<file path="config.mk">
export PLATFORM = sky130hd
export DESIGN_NAME = accent_metronome_flat
export DESIGN_NICKNAME = d
export VERILOG_FILES = /design/src/rtl/accent_metronome_if.sv /design/src/rtl/accent_metronome.sv /design/src/flat_wrapper.sv
export SDC_FILE = /design/constraint.sdc
export NUM_CORES = 1
export LEC_CHECK = 0
export ABC_AREA = 1
export BUFFER_PORTS_ARGS = -buffer_cell sky130_fd_sc_hd__buf_4
export CORE_MARGIN = 2
export CORE_UTILIZATION = 40
export CTS_BUF_LIST = sky130_fd_sc_hd__clkbuf_4 sky130_fd_sc_hd__clkbuf_8
export CTS_CLUSTER_SIZE = 28
export DETAILED_ROUTE_END_ITERATION = 7
export PLACE_DENSITY = 0.57
export SLEW_MARGIN = 15
export SYNTH_ARGS = -nofsm -noshare
export SYNTH_HDL_FRONTEND = slang
export SYNTH_SLANG_ARGS = --single-unit
</file>
<file path="constraint.sdc">
create_clock -name clk -period 6.6 [get_ports clk]
set_input_delay 0.66 -clock clk [delete_from_list [all_inputs] [get_ports clk]]
set_output_delay 0.66 -clock clk [all_outputs]
set_load 0.01 [all_outputs]
</file>
<file path="src/rtl/accent_metronome_if.sv">
// ---------------------------------------------------------------------------
// accent_metronome_if
//   Bundles the tempo-control inputs and buzzer/status outputs of the
//   accent metronome so the control block and the metronome share one port.
//
//   Signals:
//     bpm            requested tempo (unsigned, clamped inside the metronome)
//     beats_per_bar  beats per bar; 0 and 1 both mean every beat is accented
//     play           level: 1 run, 0 stop
//     bell           square-wave buzzer drive
//     beat_pulse     one-clk strobe at each beat start
//     accent         1 while the current beat is beat 0
//     beat_idx       index of the current beat in the bar
//     period         active ticks per beat
//     busy           tempo divider running
//
//   Modports:
//     master  tempo controller side (drives bpm/beats_per_bar/play)
//     slave   metronome side (drives bell and status)
// ---------------------------------------------------------------------------
interface accent_metronome_if #(
    parameter int MEAS_W = 3
);
    logic [7:0]        bpm;
    logic [MEAS_W-1:0] beats_per_bar;
    logic              play;
    logic              bell;
    logic              beat_pulse;
    logic              accent;
    logic [MEAS_W-1:0] beat_idx;
    logic [23:0]       period;
    logic              busy;

    modport master (
        output bpm, beats_per_bar, play,
        input  bell, beat_pulse, accent, beat_idx, period, busy
    );

    modport slave (
        input  bpm, beats_per_bar, play,
        output bell, beat_pulse, accent, beat_idx, period, busy
    );
endinterface

</file>
<file path="src/rtl/accent_metronome.sv">
// ---------------------------------------------------------------------------
// accent_metronome
//   Metronome with bar accent. A prescaler turns clk into a timebase tick,
//   a sequential restoring divider converts the clamped tempo into a beat
//   period in ticks, and a two-state FSM counts ticks into beats and beats
//   into bars. Each beat starts a click: a square wave on bell that uses a
//   higher pitch on beat 0 of the bar.
//
//   Ports:
//     clk    system clock
//     rst_n  asynchronous active-low reset
//     bus    accent_metronome_if.slave (bpm, beats_per_bar, play in;
//            bell, beat_pulse, accent, beat_idx, period, busy out)
// ---------------------------------------------------------------------------
module accent_metronome #(
    parameter int CLK_DIV       = 2500,
    parameter int TICKS_PER_MIN = 600000,
    parameter int BPM_MIN       = 30,
    parameter int BPM_MAX       = 250,
    parameter int MEAS_W        = 3,
    parameter int CLICK_TICKS   = 400,
    parameter int TONE_DIV      = 5000,
    parameter int ACCENT_DIV    = 2500
) (
    input  logic                 clk,
    input  logic                 rst_n,
    accent_metronome_if.slave    bus
);

    localparam int PRE_W    = $clog2(CLK_DIV + 1);
    localparam int CLK_W    = $clog2(CLICK_TICKS + 1);
    localparam int TONE_MAX = (TONE_DIV > ACCENT_DIV) ? TONE_DIV : ACCENT_DIV;
    localparam int TONE_W   = $clog2(TONE_MAX + 1);

    localparam logic [0:0] ST_IDLE = 1'b0;
    localparam logic [0:0] ST_RUN  = 1'b1;

    // ------------------------------------------------------------------
    // Tempo clamp
    // ------------------------------------------------------------------
    logic [7:0] w_eff_bpm;

    always_comb begin
        w_eff_bpm = bus.bpm;
        if (bus.bpm < 8'(BPM_MIN)) begin
            w_eff_bpm = 8'(BPM_MIN);
        end else if (bus.bpm > 8'(BPM_MAX)) begin
            w_eff_bpm = 8'(BPM_MAX);
        end
    end

    // ------------------------------------------------------------------
    // Restoring divider: TICKS_PER_MIN / latched bpm.
    // r_quo starts as the numerator and shifts left one bit per iteration,
    // collecting quotient bits in its LSB. Remainder stays below the
    // divisor, so 8 bits hold it and the shifted value needs 9.
    // Sequence: start clk, 24 iteration clks, one finish clk (25 busy clks).
    // ------------------------------------------------------------------
    logic [7:0]  r_bpm_lat;
    logic        r_busy;
    logic [4:0]  r_div_cnt;
    logic [23:0] r_quo;
    logic [7:0]  r_rem;
    logic [23:0] r_period_next;

    logic [8:0]  w_rem_sh;
    logic        w_rem_ge;
    logic [7:0]  w_rem_sub;

    assign w_rem_sh  = {r_rem, r_quo[23]};
    assign w_rem_ge  = (w_rem_sh >= {1'b0, r_bpm_lat});
    assign w_rem_sub = w_rem_sh[7:0] - r_bpm_lat;

    always_ff @(posedge clk or negedge rst_n) begin
        if (!rst_n) begin
            r_bpm_lat     <= '0;
            r_busy        <= 1'b0;
            r_div_cnt     <= '0;
            r_quo         <= '0;
            r_rem         <= '0;
            r_period_next <= '0;
        end else if (!r_busy) begin
            if (w_eff_bpm != r_bpm_lat) begin
                r_bpm_lat <= w_eff_bpm;
                r_busy    <= 1'b1;
                r_div_cnt <= '0;
                r_quo     <= 24'(TICKS_PER_MIN);
                r_rem     <= '0;
            end
        end else if (r_div_cnt == 5'd24) begin
            r_period_next <= r_quo;
            r_busy        <= 1'b0;
        end else begin
            r_quo     <= {r_quo[22:0], w_rem_ge};
            r_rem     <= w_rem_ge ? w_rem_sub : w_rem_sh[7:0];
            r_div_cnt <= r_div_cnt + 5'd1;
        end
    end

    // ------------------------------------------------------------------
    // Timebase prescaler; held in reset while stopped so each run starts
    // from a fresh tick phase.
    // ------------------------------------------------------------------
    logic [PRE_W-1:0] r_presc;
    logic             w_tick;

    assign w_tick = bus.play && (r_presc == PRE_W'(CLK_DIV - 1));

    always_ff @(posedge clk or negedge rst_n) begin
        if (!rst_n) begin
            r_presc <= '0;
        end else if (!bus.play || w_tick) begin
            r_presc <= '0;
        end else begin
            r_presc <= r_presc + 1'b1;
        end
    end

    // ------------------------------------------------------------------
    // Beat FSM
    // ------------------------------------------------------------------
    logic [0:0]        r_state;
    logic [23:0]       r_tick_cnt;
    logic [23:0]       r_period;
    logic              r_beat_pulse;
    logic              r_accent;
    logic [MEAS_W-1:0] r_beat_idx;

    logic              w_start;
    logic              w_beat_end;
    logic              w_beat;
    logic [MEAS_W:0]   w_idx_inc;
    logic [MEAS_W-1:0] w_idx_next;

    assign w_start    = (r_state == ST_IDLE) && bus.play && (r_period != 24'd0);
    assign w_beat_end = (r_state == ST_RUN) && w_tick
                        && (r_tick_cnt == r_period - 24'd1);
    assign w_beat     = w_start || w_beat_end;

    // Wrap compare is done one bit wider so beats_per_bar of 0 or 1 always
    // wraps and a shrunk bar wraps at the very next beat.
    assign w_idx_inc  = {1'b0, r_beat_idx} + 1'b1;
    assign w_idx_next = (w_idx_inc >= {1'b0, bus.beats_per_bar})
                        ? '0 : w_idx_inc[MEAS_W-1:0];

    // While idle the period follows the divider result directly; while
    // running a new period is only taken at a beat boundary so the beat in
    // flight keeps its spacing.
    always_ff @(posedge clk or negedge rst_n) begin
        if (!rst_n) begin
            r_state      <= ST_IDLE;
            r_tick_cnt   <= '0;
            r_period     <= '0;
            r_beat_pulse <= 1'b0;
            r_accent     <= 1'b0;
            r_beat_idx   <= '0;
        end else begin
            r_beat_pulse <= 1'b0;
            case (r_state)
                ST_IDLE: begin
                    r_period   <= r_period_next;
                    r_tick_cnt <= '0;
                    r_accent   <= 1'b0;
                    r_beat_idx <= '0;
                    if (w_start) begin
                        r_state      <= ST_RUN;
                        r_beat_pulse <= 1'b1;
                        r_accent     <= 1'b1;
                    end
                end
                ST_RUN: begin
                    if (!bus.play) begin
                        r_state    <= ST_IDLE;
                        r_tick_cnt <= '0;
                        r_accent   <= 1'b0;
                        r_beat_idx <= '0;
                    end else if (w_beat_end) begin
                        r_tick_cnt   <= '0;
                        r_beat_pulse <= 1'b1;
                        r_beat_idx   <= w_idx_next;
                        r_accent     <= (w_idx_next == '0);
                        r_period     <= r_period_next;
                    end else if (w_tick) begin
                        r_tick_cnt <= r_tick_cnt + 24'd1;
                    end
                end
                default: begin
                    r_state <= ST_IDLE;
                end
            endcase
        end
    end

    // ------------------------------------------------------------------
    // Click generator. A beat restarts the click and the tone counter, so
    // bell always starts low and first toggles after one half-period.
    // ------------------------------------------------------------------
    logic              r_clicking;
    logic [CLK_W-1:0]  r_click_cnt;
    logic [TONE_W-1:0] r_tone_cnt;
    logic              r_bell;
    logic [TONE_W-1:0] w_tone_last;

    assign w_tone_last = r_accent ? TONE_W'(ACCENT_DIV - 1) : TONE_W'(TONE_DIV - 1);

    always_ff @(posedge clk or negedge rst_n) begin
        if (!rst_n) begin
            r_clicking  <= 1'b0;
            r_click_cnt <= '0;
            r_tone_cnt  <= '0;
            r_bell      <= 1'b0;
        end else if (w_beat) begin
            r_clicking  <= 1'b1;
            r_click_cnt <= '0;
            r_tone_cnt  <= '0;
            r_bell      <= 1'b0;
        end else if (!(r_state == ST_RUN && bus.play) || !r_clicking) begin
            r_clicking  <= 1'b0;
            r_click_cnt <= '0;
            r_tone_cnt  <= '0;
            r_bell      <= 1'b0;
        end else if (w_tick && (r_click_cnt == CLK_W'(CLICK_TICKS - 1))) begin
            r_clicking  <= 1'b0;
            r_click_cnt <= '0;
            r_tone_cnt  <= '0;
            r_bell      <= 1'b0;
        end else begin
            if (w_tick) begin
                r_click_cnt <= r_click_cnt + 1'b1;
            end
            if (r_tone_cnt == w_tone_last) begin
                r_tone_cnt <= '0;
                r_bell     <= ~r_bell;
            end else begin
                r_tone_cnt <= r_tone_cnt + 1'b1;
            end
        end
    end

    assign bus.bell       = r_bell;
    assign bus.beat_pulse = r_beat_pulse;
    assign bus.accent     = r_accent;
    assign bus.beat_idx   = r_beat_idx;
    assign bus.period     = r_period;
    assign bus.busy       = r_busy;

endmodule

</file>
<file path="src/flat_wrapper.sv">
// flat-port wrapper written by rule: the top's interface ports become plain ports
module accent_metronome_flat 
#(
    parameter int CLK_DIV       = 2500,
    parameter int TICKS_PER_MIN = 600000,
    parameter int BPM_MIN       = 30,
    parameter int BPM_MAX       = 250,
    parameter int MEAS_W        = 3,
    parameter int CLICK_TICKS   = 400,
    parameter int TONE_DIV      = 5000,
    parameter int ACCENT_DIV    = 2500
)
  (clk, rst_n, bus_bpm, bus_beats_per_bar, bus_play, bus_bell, bus_beat_pulse, bus_accent, bus_beat_idx, bus_period, bus_busy);
  accent_metronome_if #(.MEAS_W(MEAS_W)) bus_i ();
  input  logic clk;
  input  logic rst_n;
  input wire logic [$bits(bus_i.bpm)-1:0] bus_bpm;
  input wire logic [$bits(bus_i.beats_per_bar)-1:0] bus_beats_per_bar;
  input wire logic [$bits(bus_i.play)-1:0] bus_play;
  output wire logic [$bits(bus_i.bell)-1:0] bus_bell;
  output wire logic [$bits(bus_i.beat_pulse)-1:0] bus_beat_pulse;
  output wire logic [$bits(bus_i.accent)-1:0] bus_accent;
  output wire logic [$bits(bus_i.beat_idx)-1:0] bus_beat_idx;
  output wire logic [$bits(bus_i.period)-1:0] bus_period;
  output wire logic [$bits(bus_i.busy)-1:0] bus_busy;
  assign bus_i.bpm = bus_bpm;
  assign bus_i.beats_per_bar = bus_beats_per_bar;
  assign bus_i.play = bus_play;
  assign bus_bell = bus_i.bell;
  assign bus_beat_pulse = bus_i.beat_pulse;
  assign bus_accent = bus_i.accent;
  assign bus_beat_idx = bus_i.beat_idx;
  assign bus_period = bus_i.period;
  assign bus_busy = bus_i.busy;
  accent_metronome #(.CLK_DIV(CLK_DIV), .TICKS_PER_MIN(TICKS_PER_MIN), .BPM_MIN(BPM_MIN), .BPM_MAX(BPM_MAX), .MEAS_W(MEAS_W), .CLICK_TICKS(CLICK_TICKS), .TONE_DIV(TONE_DIV), .ACCENT_DIV(ACCENT_DIV)) u_core (.clk(clk), .rst_n(rst_n), .bus(bus_i));
endmodule
</file>
=== Word level (Yosys, flattened, before mapping) ===
Cells that the tools add are included.

* Register bits after elaboration: 160
* Latch bits: 0
* Memory bits (writable): 0
* Memory bits (read-only): 0
* Input port bits: 14
* Output and inout port bits: 31
* Word-level logic and storage cells: 118
* Memories kept: 0

* $add $sub $neg: 8
* $mul: 0
* Div/mod/pow operators: 0
* Magnitude comparators: 4
* Equality and inequality tests: 11
* Shift operators: 0
* Multiplexer cells: 52
* Bitwise logic cells: 3
* Reductions and logical operators: 23

{| class="wikitable"
|+ Operator list
! operator !! count
|-
| $mux 24 || 8
|-
| $pmux 24 s2 || 2
|-
| $mux 13 || 5
|-
| $mux 8 || 6
|-
| $mux 9 || 4
|-
| $add 24x1->24 const B || 1
|-
| $eq 24x24->1 || 1
|-
| $reduce_bool 24->1 || 1
|-
| $sub 24x1->24 const B || 1
|-
| $mux 1 || 16
|-
| $mux 5 || 3
|-
| $add 13x1->13 const B || 1
|-
| $eq 13x13->1 || 1
|-
| $add 12x1->12 const B || 1
|-
| $eq 12x12->1 const B || 1
|-
| $mux 12 || 1
|-
| $add 9x1->9 const B || 1
|-
| $eq 9x9->1 const B || 1
|-
| $ge 9x8->1 || 1
|-
| $mux 3 || 3
|-
| $gt 8x8->1 const B || 1
|-
| $lt 8x5->1 const B || 1
|-
| $ne 8x8->1 || 1
|-
| $reduce_and 2->1 || 4
|-
| 18 further kinds || 35
|}

=== Depth between registers and ports, before layout ===
Gate-level depths: netlist of the first run.

* Depth after elaboration: 7
* Mapped depth: 18
* Depth with buffers taken out: 17

=== Least setup slack after synthesis of the first run ===
Ideal clock, no wire load.

* Kind: reg2reg
* Start point: reg u_core.r_bpm_lat[2]
* End point: reg u_core.r_rem[5]
* Data arrival time: 2.021 ns
* Path slack: 4.448 ns
* Cell stages (with the launch flop): 14
* Buffers on the path: 0
* Cells stage by stage: dfrtp_1 -> inv_1 -> ha_1 -> nand2_1 -> o21ai_0 -> a21oi_1 -> o21ai_0 -> nand2_1 -> nand3_1 -> nand2_1 -> nand2_1 -> nand2_1 -> nand3_1 -> o21ai_0

* Longest elaborated chain between the ends: 4
* Elaborated cells on any way between the ends: 8
* Classes of those cells: add/sub (1); order compare (1); eq/ne (1); mux (3); reduce/logical (2)

{| class="wikitable"
|+ RTL lines
! item !! RTL line !! RTL
|-
| from (decl) || accent_metronome.sv:59 || <nowiki>logic [7:0] r_bpm_lat;</nowiki>
|-
| from (signal assigned) || accent_metronome.sv:84 || <nowiki>r_bpm_lat <= w_eff_bpm;</nowiki>
|-
| $sub 8x8->8 or $ge 9x8->1 (tied branches) || accent_metronome.sv:72, accent_metronome.sv:71 ||
|-
| $mux 8 || accent_metronome.sv:95 || <nowiki>r_rem <= w_rem_ge ? w_rem_sub : w_rem_sh[7:0];</nowiki>
|-
| $mux 8 || accent_metronome.sv:90 || <nowiki>end else if (r_div_cnt == 5'd24) begin</nowiki>
|-
| $mux 8 || accent_metronome.sv:82 || <nowiki>end else if (!r_busy) begin</nowiki>
|-
| to (signal assigned) || accent_metronome.sv:95 ||
|-
| to (decl) || accent_metronome.sv:63 || <nowiki>logic [7:0] r_rem;</nowiki>
|}

Parallel ways exist; a longest one is shown, timed or not. The select of a mux whose other input is x is not followed.
A chain may end at the register's enable or synchronous reset.

=== Worst setup path after layout of the first run ===
* Start point: reg u_core.r_div_cnt[0]
* End point: reg u_core.r_quo[15]

* Longest elaborated chain between the ends: 3

{| class="wikitable"
|+ RTL lines
! item !! RTL line !! RTL
|-
| from (decl) || accent_metronome.sv:61 || <nowiki>logic [4:0] r_div_cnt;</nowiki>
|-
| from (signal assigned) || accent_metronome.sv:96 || <nowiki>r_div_cnt <= r_div_cnt + 5'd1;</nowiki>
|-
| $eq 5x5->1 || accent_metronome.sv:90 ||
|-
| $ne 2x2->1 (no line) || -- ||
|-
| $reduce_and 2->1 (no line) || -- ||
|-
| to (signal assigned) || accent_metronome.sv:87 || <nowiki>r_quo <= 24'(TICKS_PER_MIN);</nowiki>
|-
| to (signal assigned) || accent_metronome.sv:94 || <nowiki>r_quo <= {r_quo[22:0], w_rem_ge};</nowiki>
|-
| to (decl) || accent_metronome.sv:62 || <nowiki>logic [23:0] r_quo;</nowiki>
|}

No other way between the ends.

==> results of run 1 <==
synth_stat cells (all sizes together):
cell type  number
a211oi          1
a21oi          18
a31oi           1
and3            1
buf            15
clkbuf         19
dfrtp         160
fa              1
ha             20
inv           154
mux2i           1
nand2         337
nand3         107
nand3b          9
nand4          44
nor2          181
nor3           21
nor3b           7
nor4            9
o211ai          1
o21ai          60
o21bai          3
or2             2
xnor2          21
xor2           41
placed cells by master, fill, tap and decap left out, drive strengths merged, types with 20 or more instances in the layout:
cell and count:
buf 48, dfrtp 160, ha 20, inv 159
nand2 337, nand3 107, nand4 44, nor2 181
nor3 21, o21ai 60, xnor2 21, xor2 41
layout make-up:
| class | instances | area share, % |
|---|---|---|
| sequential | 160 | 39.7 |
| tap | 285 | 3.54 |
| multi-input combinational | 886 | 43.5 |
| inverter | 154 | 5.73 |
| clock inverter | 14 | 1.54 |
| clock buffer | 18 | 2.39 |
| timing repair buffer | 48 | 3.61 |
logic make-up (layout without fill, tap and decap cells):
family          Yosys count  after routing  synth area share [%]
simple gates            718            718                  34.2
buf+inv                 188            234                  8.19
flops                   160            160                  43.8
compound gates           84             84                  4.75
xor+xnor                 62             62                  5.95
fa+ha+maj                21             21                  2.96
mux                       1              1                 0.110
worst paths after layout:
check                                         start  cells past startpoint                    to
worst min register to register    u_core.r_presc[0]                      1     u_core.r_presc[0]
max in group asynchronous                     rst_n                      2  u_core.bus.period[8]
worst max-delay path            u_core.r_div_cnt[0]                      9      u_core.r_quo[15]
worst max register to register  u_core.r_div_cnt[0]                      9      u_core.r_quo[15]
min in group clk                  u_core.r_presc[0]                      1     u_core.r_presc[0]
worst min-delay path                          rst_n                      1     u_core.r_presc[4]
critical path, delay by kind of cell, from the launching register on:
family	cells	cell delay [ns]
adders and majority gates	1	0.19
buffers and inverters	4	0.84
DFF	1	0.43
and+or+nand+nor	3	1.82
AOI/OAI and AO/OA	1	0.19
stage by stage:
stage               utilization [%]  power, mW  std cells  hold WS (ns)
detailed placement             43.0       2.73       1533         0.453
global placement               43.0       2.71       1533         0.453
finish                         44.8       3.44       1565         0.255
CTS                            44.8       3.49       1565         0.293
floorplan                         -       2.33       1234         0.364
global route                   44.8       3.76       1565         0.324
power groups by stage:
stage / logic [mW] / clock network, mW / registers, mW
2_1_floorplan: 0.886 / 0 / 1.44
3_3_place_gp: 1.20 / 0 / 1.51
3_5_place_dp: 1.22 / 0 / 1.51
4_1_cts: 1.22 / 0.776 / 1.49
5_1_grt: 1.42 / 0.817 / 1.53
6_report: 1.20 / 0.752 / 1.49
registers in the layout (all words and copies together), names as in the netlist, 3 cells and up:
| name | cells |
|---|---|
| u_core.r_tone_cnt | 13 |
| u_core.r_quo | 24 |
| u_core.r_div_cnt | 5 |
| u_core.r_click_cnt | 9 |
| u_core.r_tick_cnt | 24 |
| u_core.r_bpm_lat | 8 |
| u_core.bus.period | 24 |
| u_core.bus.beat_idx | 3 |
| u_core.r_presc | 12 |
| u_core.r_period_next | 24 |
| u_core.r_rem | 8 |
routing by layer:
layer	wire [um]	global-route usage, %
met4	244	4.94
met1	11200	28.6
met2	9700	29.5
met3	764	2.87
met5	0	0
==> run_results.csv, run 1 <==
group,metric,value,unit
sta,finalCritPeriodShare,55.3,%
synth,synth.area.top_cells,"dfrtp_1, nand2_1, nor2_1, inv_1, nand3_1",
placed_design,portBuffers,44,
drt,ant_nets,0,
layout,fillCellCount,2298,
critical_path,cp_slowest_stage_delay,0.89,ns
sta,rsz0062_at_grt,"no",
drt,wl_per_cell,14.0,um
drt,vias,7771,
sta,fin_worst_skew,0.0154,ns
floorplan,start_util,40.6,%
clock_tree,post_cts_buffers,0,
global_routing,grt_pass1_vias,7393,
critical_path,crit_type,"register to register",
critical_path,worstPathMaxFanout,41,
critical_path,critPathSlowestCell,"nand2_1",
power,swShare,40.0,%
critical_path,cpMostUsedCell,"inv_2",
power,static-leakage-power,4.96,nW
critical_path,path_cells,"inv_1, ha_1, nand4_1, buf_4, inv_2, nor2_2, inv_2, nand2_1, o21ai_0",
drt,initialDrtViolationCount,538,
synth,yosysWarnings,0,
placed_design,place_congestion,0.864,
power,seq_power_share,43.2,%
drt,routed_wl,21.9,mm
sta,finalHoldViolCount,0,
clock_tree,clkTransAtPathRegs,0.10,ns
sta,setup-tns-final,0,ns
min_path,worstHoldPathType,"input pin to async pin",
clock_tree,cts_buffer_depth,2,
clock_tree,ctsResizeCount,0,
drt,via_per_inst,4.97,
floorplan,row_count,55,
sta,max-slew-margin-rel,27.0,%
synth,yosysTopAreaCellShare,43.8,%
power,p_sw,1.38,mW
critical_path,r2r_slack,2.95,ns
floorplan,die_w,155,um
layout,drive_gt1_share,8.20,%
clock_tree,tritoncts,"done",
sta,tightest_slew,1.09,ns
layout,n_antenna_cell,0,
floorplan,io_pins,45,
sta,finalWorstSetupSlack,2.95,ns
synth,synth.distinct_cells,36,
global_routing,overflow,0,
job,maxCapViolCount,0,
layout,area_growth_syn_to_layout,10.4,%
critical_path,required,6.90,ns
drt,drt_first_pass_iters,7,
synth,synth_area_leader_cell,"dfrtp_1",
layout,regArea,4000,um^2
synth,netlist_instances,1234,
clock_tree,clockRootBuffer,"clkbuf_8",
placed_design,pre_cts_ws,2.85,ns
sta,slew_viol_final,0,
synth,synth-seq-area-share,43.8,%
synth,syn_avg_cell_area,7.40,um^2
power,p_clk_share,21.8,%
power,p_int,2.07,mW
clock_tree,cts_max_level,4,
synth,syn_nets,1269,
global_routing,antenna_found_initial,0,
clock_tree,cts.sinks,160,
placed_design,hpwl,15.9,mm
placed_design,place_area,9690,um^2
layout,multi_input_area,4380,um^2
clock_tree,clk_latency,0.46,ns
floorplan,fp.coreArea,22500,um^2
floorplan,die_y,155,um
sta,period_minus_slack,3.65,ns
power,powerDensity,341,nW/um^2
drt,drcViolationCount,0,
global_routing,grt_max_degree,92,
clock_tree,cts_hold_buf,0,
critical_path,cp.arrival,3.95,ns
sta,setup_viol,0,
floorplan,dieArea,24100,um^2
critical_path,start_kind,"register",
layout,final_area,10100,um^2
synth,synth.ff_latch_count,160,
clock_tree,cts_buffers,17,
global_routing,track_usage,19.3,%
global_routing,grt_pass1_wl,37.4,mm
synth,netlist_area,9130,um^2
outcome,status,"completed",
sta,fmax,274,MHz
layout,fin_nets,1302,
critical_path,cp-end-kind,"register",
power,ir_drop,0.000271,V
power,comb_power_share,35.0,%
(Power assumes the default switching activity.)
==> run 2, diff against run 1 <==
- PLACE_DENSITY: 0.57 -> 0.59
- clock period: 6.6 -> 3.3 ns (I/O delays scaled with it)
==> run 2 against run 1 <==
Compared with the run above:
- sequential share of layout area fell by 0.41 points
- largest cell class unchanged
- non-clock buffer count is 10 higher
- setup slack got worse by 2.5 ns
- maximum frequency grew 28%
- highest routed layer unchanged
- hold slack got worse by 0.097 ns
- clock skew hardly changed
- first-iteration DRC count shrank 9.3%
- via count grew 0.53%
- utilization is 0.47 points higher
- die area unchanged
==> run_results.csv, run 2 (same netlist as run 1, synthesis figures left out) <==
group,metric,value,unit
floorplan,start_util,40.6,%
drt,dr_wl_met3,934,um
drt,routed-wl-met2,9.90,mm
global_routing,grt_pass1_vias,7528,
critical_path,reg2regPathDepth,14,
drt,initialDrtViolationCount,488,
floorplan,dieArea,24100,um^2
sta,setup-tns-final,0,ns
power,p_int,4.21,mW
sta,fin_worst_skew,0.0149,ns
power,p_clk_share,22.0,%
power,powerDensity,687,nW/um^2
critical_path,cp-end-kind,"register",
global_routing,grt_max_degree,60,
sta,period_minus_slack,2.86,ns
drt,vias,7812,
clock_tree,clkTransAtPathRegs,0.09,ns
floorplan,io_pins,45,
critical_path,start_kind,"register",
clock_tree,cts.sinks,160,
critical_path,cp.arrival,3.27,ns
sta,rsz0062_at_grt,"no",
power,ir_drop,0.000472,V
drt,highest_layer,"met4",
power,seq_power_share,42.1,%
critical_path,cp-startpoint,"u_core.bus.period[0]",
layout,final_common_cell,"nand2_1",
layout,drive_gt1_share,8.84,%
sta,setup_viol,0,
power,static-leakage-power,5.02,nW
global_routing,overflow,0,
sta,max-slew-margin-rel,53.6,%
floorplan,row_count,55,
layout,final_cell_mix,"nand2_1, nor2_1, dfrtp_1",
drt,ant_nets,0,
sta,finalCritPeriodShare,86.7,%
layout,n_antenna_cell,0,
critical_path,required,3.71,ns
drt,via_per_inst,4.96,
critical_path,crit_type,"register to register",
drt,routed_wl,22.3,mm
power,p_sw,2.79,mW
sta,fmax,349,MHz
sta,slew_viol_final,0,
drt,drcViolationCount,0,
sta,tightest_slew,0.693,ns
power,swShare,39.9,%
floorplan,die_y,155,um
global_routing,grt_pass1_wl,37.7,mm
floorplan,fp.coreArea,22500,um^2
clock_tree,cts_max_level,4,
placed_design,portBuffers,44,
min_path,min-delay-start,"bus_bpm[6]",
drt,wl_met1,11.1,mm
min_path,worstHoldPathType,"input pin to register",
clock_tree,clockRootBuffer,"clkbuf_8",
job,maxCapViolCount,0,
drt,drt_first_pass_iters,7,
global_routing,antenna_found_initial,0,
layout,area_growth_syn_to_layout,11.6,%
clock_tree,cts_buffer_depth,2,
clock_tree,ctsResizeCount,0,
layout,fin_nets,1312,
min_path,hold-path-cell-count,3,
clock_tree,tritoncts,"done",
placed_design,place_congestion,0.918,
critical_path,timing.rr.start,"u_core.bus.period[0]",
power,p_total,7.00,mW
sta,finalHoldViolCount,0,
global_routing,track_usage,19.5,%
placed_design,hpwl,16.6,mm
floorplan,die_w,155,um
clock_tree,clk_latency,0.48,ns
drt,wl_per_cell,14.1,um
outcome,status,"completed",
clock_tree,cts_buffers,17,
power,comb_power_share,35.8,%
critical_path,worstPathMaxFanout,24,
[run 2: cell count changes in the layout (fill, tap and decap cells not counted), sizes merged]
| cell | previous run | this run |
|---|---|---|
| buf | 48 | 57 |
| clkbuf | 18 | 19 |
| clkinvlp | 4 | 3 |
| dlygate4sd3 | 0 | 1 |
[run 2: metrics by stage]
step / setup WS (ns) / util [%] / std cells / area [um^2] / hold slack [ns]
after floorplan: 1.15 / - / 1234 / 9130 / 0.0344
after global placement: 0.505 / 43.4 / 1542 / 9770 / 0.297
after detailed placement: 0.452 / 43.4 / 1542 / 9770 / 0.298
after CTS: 0.419 / 45.3 / 1575 / 10200 / 0.130
after global routing: 0.0873 / 45.3 / 1575 / 10200 / 0.145
final: 0.437 / 45.3 / 1575 / 10200 / 0.159
[run 2: critical path, stage by stage, from the launching register on]
cell and delay, ns:
dfrtp_1 0.43, inv_1 0.13, ha_1 0.25, nand2_2 0.12, nor2_2 0.23, nand2_1 0.11
nand3b_1 0.13, nand2_1 0.06, nor2_1 0.17, nand3_1 0.09, nor2_1 0.17, nand4_2 0.27
nand2_2 0.44, nand2_1 0.11, nand2_1 0.08
[run 2: power groups by stage]
| stage | Combinational [mW] | Clock (mW) | Sequential, mW |
|---|---|---|---|
| 2_1_floorplan | 1.77 | 0 | 2.88 |
| 3_3_place_gp | 2.48 | 0 | 2.98 |
| 3_5_place_dp | 2.53 | 0 | 2.98 |
| 4_1_cts | 2.54 | 1.58 | 2.95 |
| 5_1_grt | 2.90 | 1.66 | 3.02 |
| 6_report | 2.51 | 1.54 | 2.95 |
[run 2: path summary, 6_finish.rpt]
| path | end | slack (ns) |
|---|---|---|
| worst max-delay path | u_core.bus.period[19] | 0.44 |
| worst max register to register | u_core.bus.period[19] | 0.44 |
| max in group asynchronous | u_core.bus.period[22] | 2.19 |
| min in group asynchronous | u_core.r_presc[4] | 0.32 |
| worst min register to register | u_core.r_presc[11] | 0.47 |
| worst min-delay path | u_core.r_bpm_lat[6] | 0.16 |
[run 2: timing repair]
| item | 4_1_cts | 5_1_grt |
|---|---|---|
| hold endpoints to repair | 43 | 0 |
| buffers inserted | 0 | 0 |
| hold buffers | 1 | 0 |
| setup endpoints to repair | 0 | 0 |
[run 2: layout make-up]
type,instances,area (um^2)
Clock inverter,13,151
Fill cell,2324,12300
Clock buffer,19,262
Inverter,154,578
Sequential cell,160,4000
Tap cell,285,357
Multi-Input combinational cell,886,4380
Timing Repair Buffer,58,454
[run 2: routing by layer]
| metal | vias to the layer above | track usage (%) |
|---|---|---|
| li1 | 3994 | - |
| met1 | 3659 | 27.4 |
| met2 | 129 | 30.7 |
| met3 | 30 | 3.93 |
| met4 | 0 | 5.82 |
| met5 | - | 0 |
==> run 3, diff against run 2 <==
- ABC_AREA: 1 -> default
==> run 3 against run 2 <==
Compared with the run above:
- combinational power increased by 38%
- clock-buffer cell count increased by 3
- sequential power increased by 3%
- final area decreased by 4.1%
- largest power group is now combinational logic
==> run_results.csv, run 3 <==
group,metric,value,unit
outcome,status,"completed",
clock_tree,cts_buffers,17,
sta,finalHoldViolCount,0,
drt,via_per_inst,5.29,
floorplan,fp.coreArea,20400,um^2
drt,vias,6107,
critical_path,r2r_slack,0.1,ns
drt,wl_per_cell,15.6,um
synth,synth.ff_latch_count,160,
global_routing,antenna_found_initial,0,
job,maxCapViolCount,0,
critical_path,cp.arrival,3.54,ns
placed_design,place_congestion,0.826,
sta,fin_worst_skew,0.0137,ns
critical_path,start_kind,"register",
layout,n_antenna_cell,0,
synth,netlist_area,8340,um^2
synth,syn_avg_cell_area,10.6,um^2
synth,synthArstFlopShare,100,%
floorplan,start_util,41.0,%
clock_tree,cts_buffer_depth,2,
sta,rsz0062_at_grt,"yes",
critical_path,crit_type,"register to register",
floorplan,row_count,52,
critical_path,required,3.64,ns
layout,fin_nets,906,
clock_tree,clockRootBuffer,"clkbuf_8",
sta,finalCritPeriodShare,97.0,%
layout,layoutNonFillerInstCount,1154,
layout,drive_gt1_share,21.3,%
power,powerDensity,818,nW/um^2
min_path,min_to,"u_core.r_bpm_lat[5]",
critical_path,worstPathMaxFanout,12,
drt,routed_wl,18.0,mm
clock_tree,tritoncts,"done",
placed_design,dp_cells,1118,
placed_design,portBuffers,44,
synth,ys_top_cells_by_count,"dfrtp_1, nor2_1, xor2_1, mux2_2, nand2_1",
synth,synth.area.top_cells,"dfrtp_1, mux2_2, xor2_1, xnor2_1, nor2_1",
synth,yosysWarnings,0,
drt,drcViolationCount,0,
sta,setup_viol,0,
clock_tree,cts_max_level,4,
min_path,hold-path-cell-count,2,
sta,setup-tns-final,0,ns
floorplan,io_pins,45,
floorplan,dieArea,22000,um^2
clock_tree,clk_latency,0.45,ns
power,ir_drop,0.000381,V
layout,final_common_cell,"dfrtp_1",
layout,regArea,4000,um^2
sta,fmax,312,MHz
synth,yosysTopAreaCellShare,48.0,%
synth,synth-seq-area-share,48.0,%
layout,final_cell_mix,"dfrtp_1, buf_4, nor2_1",
global_routing,grt_max_degree,88,
synth,synth_ff_type,"dfrtp_1",
drt,initialDrtViolationCount,304,
synth,synth.distinct_cells,67,
min_path,min-delay-start,"bus_bpm[5]",
synth,netlist_instances,788,
global_routing,overflow,0,
floorplan,die_w,148,um
power,static-leakage-power,4.36,nW
sta,period_minus_slack,3.20,ns
clock_tree,clkTransAtPathRegs,0.09,ns
floorplan,die_y,148,um
synth,synth_enable_flop_cells,0,
placed_design,hpwl,12.5,mm
synth,synth_area_leader_cell,"dfrtp_1",
critical_path,timing.rr.start,"u_core.bus.period[12]",
critical_path,reg2regPathDepth,9,
layout,fillCellCount,1895,
sta,max-slew-margin-rel,45.9,%
layout,area_growth_syn_to_layout,17.2,%
drt,drt_first_pass_iters,4,
critical_path,reg2reg_to,"u_core.bus.period[8]",
global_routing,track_usage,17.1,%
global_routing,grt_pass1_vias,5944,
synth,syn_nets,823,
min_path,worstHoldPathType,"input pin to register",
clock_tree,cts.sinks,160,
drt,ant_nets,0,
synth,synth_most_common_cell,"dfrtp_1",
layout,multi_input_area,4140,um^2
sta,slew_viol_final,0,
global_routing,grt_pass1_wl,30.4,mm
critical_path,cp-startpoint,"u_core.bus.period[12]",
sta,tightest_slew,0.812,ns
critical_path,cp-end-kind,"register",
-- run 3: cell types whose count changed after synthesis, moves of 11 or more --
cell / before / now
o21ai_0: 59 / 22
xnor2_1: 21 / 40
mux2_2: 0 / 49
and3_1: 1 / 13
nand2_1: 333 / 48
nor4_1: 9 / 22
nand4_1: 43 / 16
nor2_1: 170 / 69
nand3_1: 107 / 32
xor2_1: 41 / 52
a22o_1: 0 / 14
inv_1: 150 / 34
-- run 3: worst max path at each step --
stage                                        end  slack [ns]
final                       u_core.bus.period[8]         0.1
after CTS                 u_core.bus.beat_idx[2]        0.03
after detailed placement   u_core.bus.period[22]       -0.11
after global placement     u_core.bus.period[14]       -0.09
after global routing      u_core.bus.beat_idx[2]       -0.08
after floorplan            u_core.bus.period[14]         0.1
-- run 3: final cells by class --
| type | count | share of cell area (%) |
|---|---|---|
| sequential | 160 | 41.0 |
| multi-input combinational | 568 | 42.4 |
| clock inverter | 10 | 1.28 |
| inverter | 34 | 1.31 |
| timing repair buffer | 90 | 7.62 |
| tap | 270 | 3.46 |
| clock buffer | 22 | 2.97 |
-- run 3: cells by family (layout without fill, tap and decap cells) --
logic type      after synthesis  count (layout)  synth area share, %
mux                          62              62                 8.22
simple gates                279             279                 17.5
compound gates              113             114                 10.3
fa+ha+maj                    21              21                 3.24
flops                       160             160                 48.0
buf+inv                      61             156                 3.12
xor+xnor                     92              92                 9.66
-- run 3: per-stage QoR --
step                instance area (um^2)  util [%]  power [mW]  worst slack [ns]  hold WS (ns)
global placement                    9240      45.4        6.38           -0.0922         0.461
CTS                                 9680      47.5        7.99            0.0259         0.113
global route                        9770      48.0        8.59           -0.0804         0.120
floorplan                           8340         -        5.25            0.0986        0.0344
detailed placement                  9240      45.4        6.44            -0.108         0.457
finish                              9770      48.0        7.99            0.0980         0.145
-- run 3: routing by layer --
layer,track usage [%],vias up,share of wire (%),wire (um)
met3,3.13,16,3.0,540
li1,-,3032,-,-
met4,4.95,0,1.2,212
met2,26.4,81,45,8110
met5,0,-,0,0
met1,24.6,2978,51,9100
-- run 3: power breakdown --
group	internal [mW]	total [mW]	leakage, nW	switching [mW]
Clock	0.760	1.51	0.205	0.747
Sequential	2.53	3.03	2.07	0.501
Combinational	1.72	3.46	2.09	1.73
-- run 3: worst max-delay path: stages, from the launching register on --
cell	delay, ns
dfrtp_1	0.39
or4_4	0.53
or4_4	0.49
buf_4	0.16
or3_1	0.40
a211oi_4	0.28
o22a_2	0.29
a21oi_4	0.08
buf_12	0.16
mux2_1	0.30
-- run 3: repair_timing --
action / CTS / global route
resized for setup: 1 / 10
pin swaps: 1 / 5
cloned: 1 / 0
endpoints found under the setup margin: 24 / 75
buffers inserted: 0 / 2
hold endpoints to repair: 85 / 0
hold buffers: 1 / 0
